File: config.mk
export PLATFORM = sky130hd
export DESIGN_NAME = detector_arbiter
export DESIGN_NICKNAME = d
export VERILOG_FILES = /design/src/rtl/detector_arbiter_pkg.sv /design/src/rtl/detector_arbiter_rr_arb2.sv /design/src/rtl/detector_arbiter.sv
export SDC_FILE = /design/constraint.sdc
export NUM_CORES = 1
export LEC_CHECK = 0
export ABC_AREA = 1
export CAP_MARGIN = 5
export CELL_PAD_IN_SITES_DETAIL_PLACEMENT = 1
export CELL_PAD_IN_SITES_GLOBAL_PLACEMENT = 1
export CORE_MARGIN = 3
export CORE_UTILIZATION = 30
export CTS_CLUSTER_DIAMETER = 120
export DETAILED_ROUTE_END_ITERATION = 7
export GPL_ROUTABILITY_DRIVEN = 0
export PLACE_DENSITY_LB_ADDON = 0.1
export SLEW_MARGIN = 20
export SYNTH_ARGS = -nofsm -noshare
export SYNTH_HDL_FRONTEND = slang
export SYNTH_SLANG_ARGS = --single-unit
File: constraint.sdc
create_clock -name clk -period 2.65 [get_ports clk]
set_input_delay 0.3975 -clock clk [delete_from_list [all_inputs] [get_ports clk]]
set_output_delay 0.3975 -clock clk [all_outputs]
set_load 0.01 [all_outputs]
File: src/rtl/detector_arbiter_pkg.sv
// Shared types and helpers for the detector_arbiter block.
package detector_arbiter_pkg;

  typedef enum logic [1:0] {
    IDLE  = 2'b00,
    LOAD  = 2'b01,
    SHIFT = 2'b10,
    DONE  = 2'b11
  } state_e;

  localparam int REQ_N = 2;

  // Counters narrower than 32 bits are widened by the caller; max_val is the saturation ceiling.
  function automatic logic [31:0] sat_inc(input logic [31:0] val, input logic [31:0] max_val);
    return (val >= max_val) ? val : val + 32'd1;
  endfunction

endpackage

File: src/rtl/detector_arbiter_rr_arb2.sv
// Two-way round-robin arbiter: on contention the requester that did not win last time is granted.
module rr_arb2
  import detector_arbiter_pkg::*;
(
  input  logic [REQ_N-1:0] valid_i,
  input  logic             last_grant_i,
  output logic [REQ_N-1:0] grant_o
);

  always_comb begin
    grant_o = valid_i;
    if (&valid_i) grant_o = last_grant_i ? 2'b01 : 2'b10;
  end

endmodule

File: src/rtl/detector_arbiter.sv
// Time-shares one serial pattern detector between two word requesters, returning per-word hit counts.
// Optional macro DETECTOR_ARBITER_LSB_FIRST_EN streams words LSB first instead of MSB first.
module detector_arbiter
  import detector_arbiter_pkg::*;
#(
  parameter int WIDTH = 8,
  parameter int CNT_W = 4
) (
  input  logic             clk,
  input  logic             reset,
  input  logic             req0_valid,
  input  logic [WIDTH-1:0] req0_data,
  output logic             req0_ready,
  input  logic             req1_valid,
  input  logic [WIDTH-1:0] req1_data,
  output logic             req1_ready,
  output logic             det_clr,
  output logic             det_x,
  input  logic [1:0]       det_code,
  output logic             res_valid,
  output logic             res_id,
  output logic [CNT_W-1:0] res_cnt0,
  output logic [CNT_W-1:0] res_cnt1,
  input  logic             res_ready
);

  localparam int IDX_W = (WIDTH > 1) ? $clog2(WIDTH) : 1;
  localparam logic [CNT_W-1:0] CNT_MAX = '1;

  state_e           state_q, state_d;
  logic             last_grant_q, last_grant_d;
  logic [WIDTH-1:0] shreg_q, shreg_d;
  logic             id_q, id_d;
  logic [CNT_W-1:0] cnt0_q, cnt0_d, cnt1_q, cnt1_d;
  logic [IDX_W-1:0] idx_q, idx_d;
  logic [1:0]       grant;
  logic             shift_bit;
  logic [WIDTH-1:0] shreg_nxt;

  rr_arb2 u_arb (
    .valid_i      ({req1_valid, req0_valid}),
    .last_grant_i (last_grant_q),
    .grant_o      (grant)
  );

`ifdef DETECTOR_ARBITER_LSB_FIRST_EN
  assign shift_bit = shreg_q[0];
  assign shreg_nxt = {1'b0, shreg_q[WIDTH-1:1]};
`else
  assign shift_bit = shreg_q[WIDTH-1];
  assign shreg_nxt = {shreg_q[WIDTH-2:0], 1'b0};
`endif

  always_comb begin
    state_d      = state_q;
    last_grant_d = last_grant_q;
    shreg_d      = shreg_q;
    id_d         = id_q;
    cnt0_d       = cnt0_q;
    cnt1_d       = cnt1_q;
    idx_d        = idx_q;
    req0_ready   = 1'b0;
    req1_ready   = 1'b0;
    det_clr      = 1'b1;
    det_x        = 1'b0;
    res_valid    = 1'b0;
    case (state_q)
      IDLE: begin
        if (|grant) begin
          req0_ready   = grant[0];
          req1_ready   = grant[1];
          shreg_d      = grant[1] ? req1_data : req0_data;
          id_d         = grant[1];
          last_grant_d = grant[1];
          cnt0_d       = '0;
          cnt1_d       = '0;
          state_d      = LOAD;
        end
      end
      LOAD: begin
        idx_d   = '0;
        state_d = SHIFT;
      end
      SHIFT: begin
        // Detector runs only here; det_code reflects the bit being driven this cycle.
        det_clr = 1'b0;
        det_x   = shift_bit;
        shreg_d = shreg_nxt;
        if (det_code[0]) cnt0_d = CNT_W'(sat_inc(32'(cnt0_q), 32'(CNT_MAX)));
        if (det_code[1]) cnt1_d = CNT_W'(sat_inc(32'(cnt1_q), 32'(CNT_MAX)));
        idx_d = idx_q + IDX_W'(1);
        if (idx_q == IDX_W'(WIDTH - 1)) state_d = DONE;
      end
      DONE: begin
        res_valid = 1'b1;
        if (res_ready) state_d = IDLE;
      end
      default: state_d = IDLE;
    endcase
  end

  always_ff @(posedge clk) begin
    if (reset) begin
      state_q      <= IDLE;
      last_grant_q <= 1'b1;
      shreg_q      <= '0;
      id_q         <= 1'b0;
      cnt0_q       <= '0;
      cnt1_q       <= '0;
      idx_q        <= '0;
    end else begin
      state_q      <= state_d;
      last_grant_q <= last_grant_d;
      shreg_q      <= shreg_d;
      id_q         <= id_d;
      cnt0_q       <= cnt0_d;
      cnt1_q       <= cnt1_d;
      idx_q        <= idx_d;
    end
  end

  assign res_id   = id_q;
  assign res_cnt0 = cnt0_q;
  assign res_cnt1 = cnt1_q;

endmodule

==> results of run 1 <==
==> cells by family (layout without fill, tap and decap cells) <==
family	after synthesis	in the layout	synth area share, %
compound gates	34	34	13.89
simple gates	111	111	35.87
fa+ha+maj	8	8	7.612
buf+inv	23	62	6.945
flops	23	23	35.01
xor+xnor	1	1	0.6662
==> cell type report <==
class | instances | area (µm²)
Clock buffer | 4 | 45.04
Fill cell | 541 | 2330
Inverter | 19 | 71.32
Multi-Input combinational cell | 154 | 763.2
Sequential cell | 23 | 460.4
Tap cell | 50 | 62.56
Timing Repair Buffer | 39 | 382.9
==> sequential cells by signal (all words and copies together), names as in the netlist <==
name	cells
last_grant_q	1
res_cnt1	4
res_cnt0	4
state_q	2
res_id	1
shreg_q	8
idx_q	3
==> power groups by stage <==
stage / clock network [W] / logic, W / registers [W]
after global routing: 0.000250 / 0.000717 / 0.000481
after global placement: 0 / 0.000613 / 0.000471
final: 0.000227 / 0.000634 / 0.000471
after detailed placement: 0 / 0.000639 / 0.000478
after floorplan: 0 / 0.000405 / 0.000470
after CTS: 0.000235 / 0.000643 / 0.000471
==> layer usage <==
metal | part of all wire (%) | up-vias
li1 | - | 730
met1 | 47 | 663
met2 | 47 | 36
met3 | 3.9 | 7
met4 | 1.9 | 0
met5 | 0 | -
==> cells in the final DEF, fill, tap and decap left out <==
| master | count |
|---|---|
| inv_1 | 17 |
| a21oi_2 | 1 |
| clkdlybuf4s50_1 | 36 |
| dfxtp_1 | 23 |
| nand3_1 | 18 |
| inv_2 | 2 |
| nand4_1 | 6 |
| nor2_4 | 1 |
| o21ai_1 | 3 |
| clkbuf_8 | 3 |
| o21ai_0 | 3 |
| clkbuf_1 | 1 |
| nor2_1 | 24 |
| a211oi_1 | 1 |
| nand2_1 | 58 |
| nand2_2 | 3 |
| xor2_1 | 1 |
| ha_1 | 8 |
| a21oi_1 | 24 |
| o21ai_2 | 1 |
| o211ai_1 | 1 |
| or2_0 | 1 |
| buf_4 | 3 |
==> per-stage QoR <==
step,utilization [%],power (W)
2_1_floorplan,-,0.0008752
3_3_place_gp,42.29,0.001084
3_5_place_dp,42.29,0.001117
4_1_cts,43.39,0.001349
5_1_grt,43.39,0.001448
6_report,43.39,0.001331
==> tightest hold or removal path: cells and delay by family (launching register included) <==
kind / cells / cell delay, ns
simple gates: 1 / 0.06
flops: 1 / 0.32
compound gates: 1 / 0.06
==> worst paths after layout <==
check | start | cells after the start | end
worst max register to register | state_q[0] | 8 | res_cnt0[0]
worst min register to register | res_id | 2 | res_id
worst min-delay path | res_id | 2 | res_id
worst max-delay path | req0_valid | 5 | req1_ready
==> flow_metrics.env, run 1 <==
export IMPL_drc=0
export IMPL_switching_share_pct=42.76
export IMPL_setup_slack_ns=0.2663
export IMPL_status="completed"
export IMPL_grt_use_total_pct=16.21
export IMPL_ys_top_cells_by_area="dfxtp_1, nand2_1, a21oi_1, ha_1, nand3_1"
export IMPL_top_usage_layer="met2"
export IMPL_fin_area_mm2=0.001785
export IMPL_synth_avg_cell_area_um2=6.575
export IMPL_required_ns=2.25
export IMPL_antenna_found_initial=0
export IMPL_synth_top_area_cell="dfxtp_1"
export IMPL_cts_tree="done"
export IMPL_viasPerCell=4.969
export IMPL_cap_violations=0
export IMPL_grt_use_met1_pct=20.51
export IMPL_drt_initial_drc_count=37
export IMPL_maxSlewHeadroom_pct=68.04
export IMPL_netlist_area_leader_share_pct=35.01
export IMPL_end_kind="output pin"
export IMPL_seq_area_frac_synth_pct=35.01
export IMPL_arrival_ns=1.99
export IMPL_post_cts_setup_buffer_count=0
export IMPL_power_frac_seq_pct=35.4
export IMPL_ant_nets=0
export IMPL_combinationalPowerShare_pct=47.6
export IMPL_rsz0062_at_grt="false"
export IMPL_async_flop_share_pct=0
export IMPL_rrSetupSlack_ns=0.85
export IMPL_fin_cells=289
export IMPL_drive_gt1_share_pct=5.858
export IMPL_ctsHoldBuffers=0
export IMPL_whs_ns=0.4728
export IMPL_final_setup_viol_count=0
export IMPL_insertion_delay_ns=0.27
export IMPL_cts_buffer_depth=2
export IMPL_cp_cell_sequence="clkdlybuf4s50_1 > nand2_2 > nand2_2 > nor2_1 > clkdlybuf4s50_1"
export IMPL_overflow=0
export IMPL_n_antenna_cell=0
export IMPL_cp_max_fo=10
export IMPL_dp_slack_ns=0.2682
export IMPL_finalHoldViolations=0
export IMPL_die_area_mm2=0.005214
export IMPL_slowest_delay_ns=0.56
export IMPL_worst_slew_pin_slew_ns=0.4794
export IMPL_p_int_w=0.0007620
export IMPL_start_util_pct=31.95
export IMPL_path_clk_slew_ns=0.08
export IMPL_ys_seq_elements=23
export IMPL_grt_pass1_vias=1548
export IMPL_switchingPower_w=0.0005692
export IMPL_synthesis_nets=231
export IMPL_grt_max_degree=18
export IMPL_hp_class="flop to flop"
export IMPL_die_y_um=72.21
export IMPL_clock_sinks=23
export IMPL_ys_top_cells_by_count="nand2_1, a21oi_1, nor2_1, dfxtp_1, nand3_1"
export IMPL_vias=1436
export IMPL_finalCritPeriodShare_pct=89.95
export IMPL_fin_crit_ns=2.384
export IMPL_fmax_mhz=419.5
export IMPL_io_buffers=36
export IMPL_setup_tns_ns=0
export IMPL_yosysWarnings=0
export IMPL_use_met3_pct=2.632
export IMPL_hpwl_um=3095
export IMPL_wire_per_inst_um=13.48
export IMPL_cts_max_level=1
export IMPL_ys_flop_type="dfxtp_1"
export IMPL_path_delay_family="buffers and inverters"
export IMPL_top_level_ports=37
export IMPL_cts_resized=0
export IMPL_path_buf_inv=2
export IMPL_die_w_um=72.21
export IMPL_numCtsBuffers=3
export IMPL_grt_pass1_wl_um=6803
export IMPL_grtUsageMet2_pct=27.60
export IMPL_clock_skew_ns=0.002290
export IMPL_cpMaxStageDelayCell="clkdlybuf4s50_1"
export IMPL_clock_root_buffer="clkbuf_8"
export IMPL_wl_um=3896
export IMPL_p_leak_nw=0.7667
export IMPL_vdd_drop_max_uv=297.7
export IMPL_power_density_mw_per_mm2=745.6
export IMPL_synth_most_common_cell="nand2_1"
export IMPL_synth_cells=200
export IMPL_cp_start_kind="input port"
export IMPL_path_class="input port to output pin"
export IMPL_finalNetCount=271
export IMPL_ys_types=23
export IMPL_report_final_slew_viol_count=0
export IMPL_area_growth_synth_to_final_pct=35.78
export IMPL_syn_area_mm2=0.001315
export IMPL_dp_cells=285
export IMPL_drt_pre_antenna_iters=4
export IMPL_row_count=23
export IMPL_place_area_mm2=0.001740
export IMPL_synth_edf_count=0
export IMPL_pwr_share_clk_pct=17.0
export IMPL_core_mm2=0.004115
Note: power is estimated with default switching activity, not from simulation.
==> run 2: changes to the inputs <==
- SETUP_SLACK_MARGIN: unset -> 0.05
==> results of run 2 <==
No change in the layout: final DEF, timing and power equal those of run 1.
==> run 3: changes to the inputs <==
- REMOVE_ABC_BUFFERS: unset -> 1
==> run 3 against run 2 <==
Net effect: design area up 0.63%; count of clock-buffer cells in the layout down 1; sequential cell count unchanged; first-iteration DRC count down 16%; sequential power about the same; clock power up 4%; worst hold slack about the same; fmax up 3.6%; wire length up 2.2%; global-route usage about the same; critical endpoint unchanged.
==> flow_metrics.env, run 3 (synthesized netlist as in run 1, its figures left out) <==
export IMPL_hp_start="idx_q[1]"
export IMPL_grt_max_degree=15
export IMPL_vdd_drop_max_uv=448.9
export IMPL_path_delay_family="buffers and inverters"
export IMPL_core_mm2=0.004115
export IMPL_row_count=23
export IMPL_cts_max_level=1
export IMPL_grt_pass1_wl_um=6693
export IMPL_top_layer="met4"
export IMPL_drive_gt1_share_pct=6.667
export IMPL_cp_start_kind="input port"
export IMPL_post_cts_setup_buffer_count=0
export IMPL_cts_buffer_depth=2
export IMPL_cp_max_fo=8
export IMPL_setup_tns_ns=0
export IMPL_n_antenna_cell=0
export IMPL_cp_startpoint="req0_valid"
export IMPL_slowest_delay_ns=0.56
export IMPL_status="completed"
export IMPL_arrival_ns=1.90
export IMPL_rsz0062_at_grt="false"
export IMPL_report_final_slew_viol_count=0
export IMPL_route_met2_wl_um=2000
export IMPL_antenna_found_initial=0
export IMPL_die_area_mm2=0.005214
export IMPL_cp_cell_sequence="clkdlybuf4s50_1 > nand2_2 > nand2_2 > nor2_1 > clkdlybuf4s50_1"
export IMPL_required_ns=2.25
export IMPL_hp_class="flop to flop"
export IMPL_final_cell_mix="nand2_1, clkdlybuf4s50_1, nor2_1, a21oi_1, dfxtp_1"
export IMPL_drc=0
export IMPL_numCtsBuffers=3
export IMPL_drt_met1_wl_um=1782
export IMPL_clock_root_buffer="clkbuf_8"
export IMPL_die_y_um=72.21
export IMPL_regMostFlops="shreg_q"
export IMPL_layout_cells_most_common="nand2_1"
export IMPL_finalNetCount=272
export IMPL_fin_crit_ns=2.300
export IMPL_overflow=0
export IMPL_ant_nets=0
export IMPL_clock_skew_ns=0.009400
export IMPL_path_class="input port to output pin"
export IMPL_final_setup_viol_count=0
export IMPL_wire_per_inst_um=13.72
export IMPL_wl_um=3980
export IMPL_area_growth_synth_to_final_pct=36.63
export IMPL_end_kind="output pin"
export IMPL_ctsHoldBuffers=0
export IMPL_finalCritPeriodShare_pct=86.81
export IMPL_io_buffers=36
export IMPL_path_clk_slew_ns=0.10
export IMPL_cts_resized=0
export IMPL_top_level_ports=37
export IMPL_insertion_delay_ns=0.28
export IMPL_hpwl_um=3089
export IMPL_drt_initial_drc_count=31
export IMPL_largest_reg_flops=8
export IMPL_vias=1431
export IMPL_maxSlewHeadroom_pct=67.51
export IMPL_cts_tree="done"
export IMPL_cpMaxStageDelayCell="clkdlybuf4s50_1"
export IMPL_wl_met3_um=140
export IMPL_power_density_mw_per_mm2=745.8
export IMPL_start_util_pct=31.95
export IMPL_grt_pass1_vias=1457
export IMPL_whs_ns=0.4732
export IMPL_worst_slew_pin_slew_ns=0.4873
export IMPL_finalHoldViolations=0
export IMPL_viasPerCell=4.934
export IMPL_cap_violations=0
export IMPL_reg2reg_from="state_q[0]"
export IMPL_fmax_mhz=434.7
export IMPL_die_w_um=72.21
export IMPL_path_buf_inv=2
export IMPL_clock_sinks=23
export IMPL_grt_use_total_pct=16.21
export IMPL_drt_pre_antenna_iters=4
export IMPL_p_leak_nw=0.7702
## run 3: cell types whose count changed in the layout (fill, tap and decap cells not counted)
cell        change
buf_4           +1
clkinvlp_4      +1
clkbuf_1        -1
## run 3: tightest hold or removal path: stages (launching register included)
cell and delay, ns:
dfxtp_1 0.33, nand2_1 0.06, a21oi_1 0.05
## run 3: path summary, 6_finish.rpt
check        slack, ns  cells past startpoint     endpoint
max               0.35                      5   req1_ready
min reg2reg       0.47                      2     idx_q[1]
min               0.47                      2     idx_q[1]
max reg2reg       0.90                      8  res_cnt0[0]
## run 3: routing by layer
| layer | up-vias | global-route usage [%] |
|---|---|---|
| met5 | - | 0 |
| met4 | 0 | 5.637 |
| met3 | 5 | 2.493 |
| met2 | 24 | 27.91 |
| met1 | 669 | 20.44 |
| li1 | 733 | - |
## run 3: report_power, final
part           total (W)  internal [W]  switching, W
clock           0.000236      0.000107      0.000130
combinational   0.000634      0.000238      0.000397
sequential      0.000469      0.000420     0.0000493
## run 3: layout make-up
type / instances / area [µm²]
flip-flops and latches: 23 / 460.4
inverters: 19 / 71.32
multi-input cells: 154 / 763.2
clock inverters: 1 / 7.507
repair buffers: 40 / 390.4
fillers: 546 / 2318
well taps: 50 / 62.56
clock buffers: 3 / 41.29
## run 3: per-stage QoR
stage               util, %  cell area (µm²)  total power, W  cells  setup slack, ns
floorplan                 -             1295       0.0008656    196            1.155
global placement      42.47             1748        0.001092    286           0.3962
detailed placement    42.47             1748        0.001122    286           0.3681
CTS                   43.66             1797        0.001363    290           0.3547
global route          43.66             1797        0.001467    290           0.2509
finish                43.66             1797        0.001340    290           0.3496
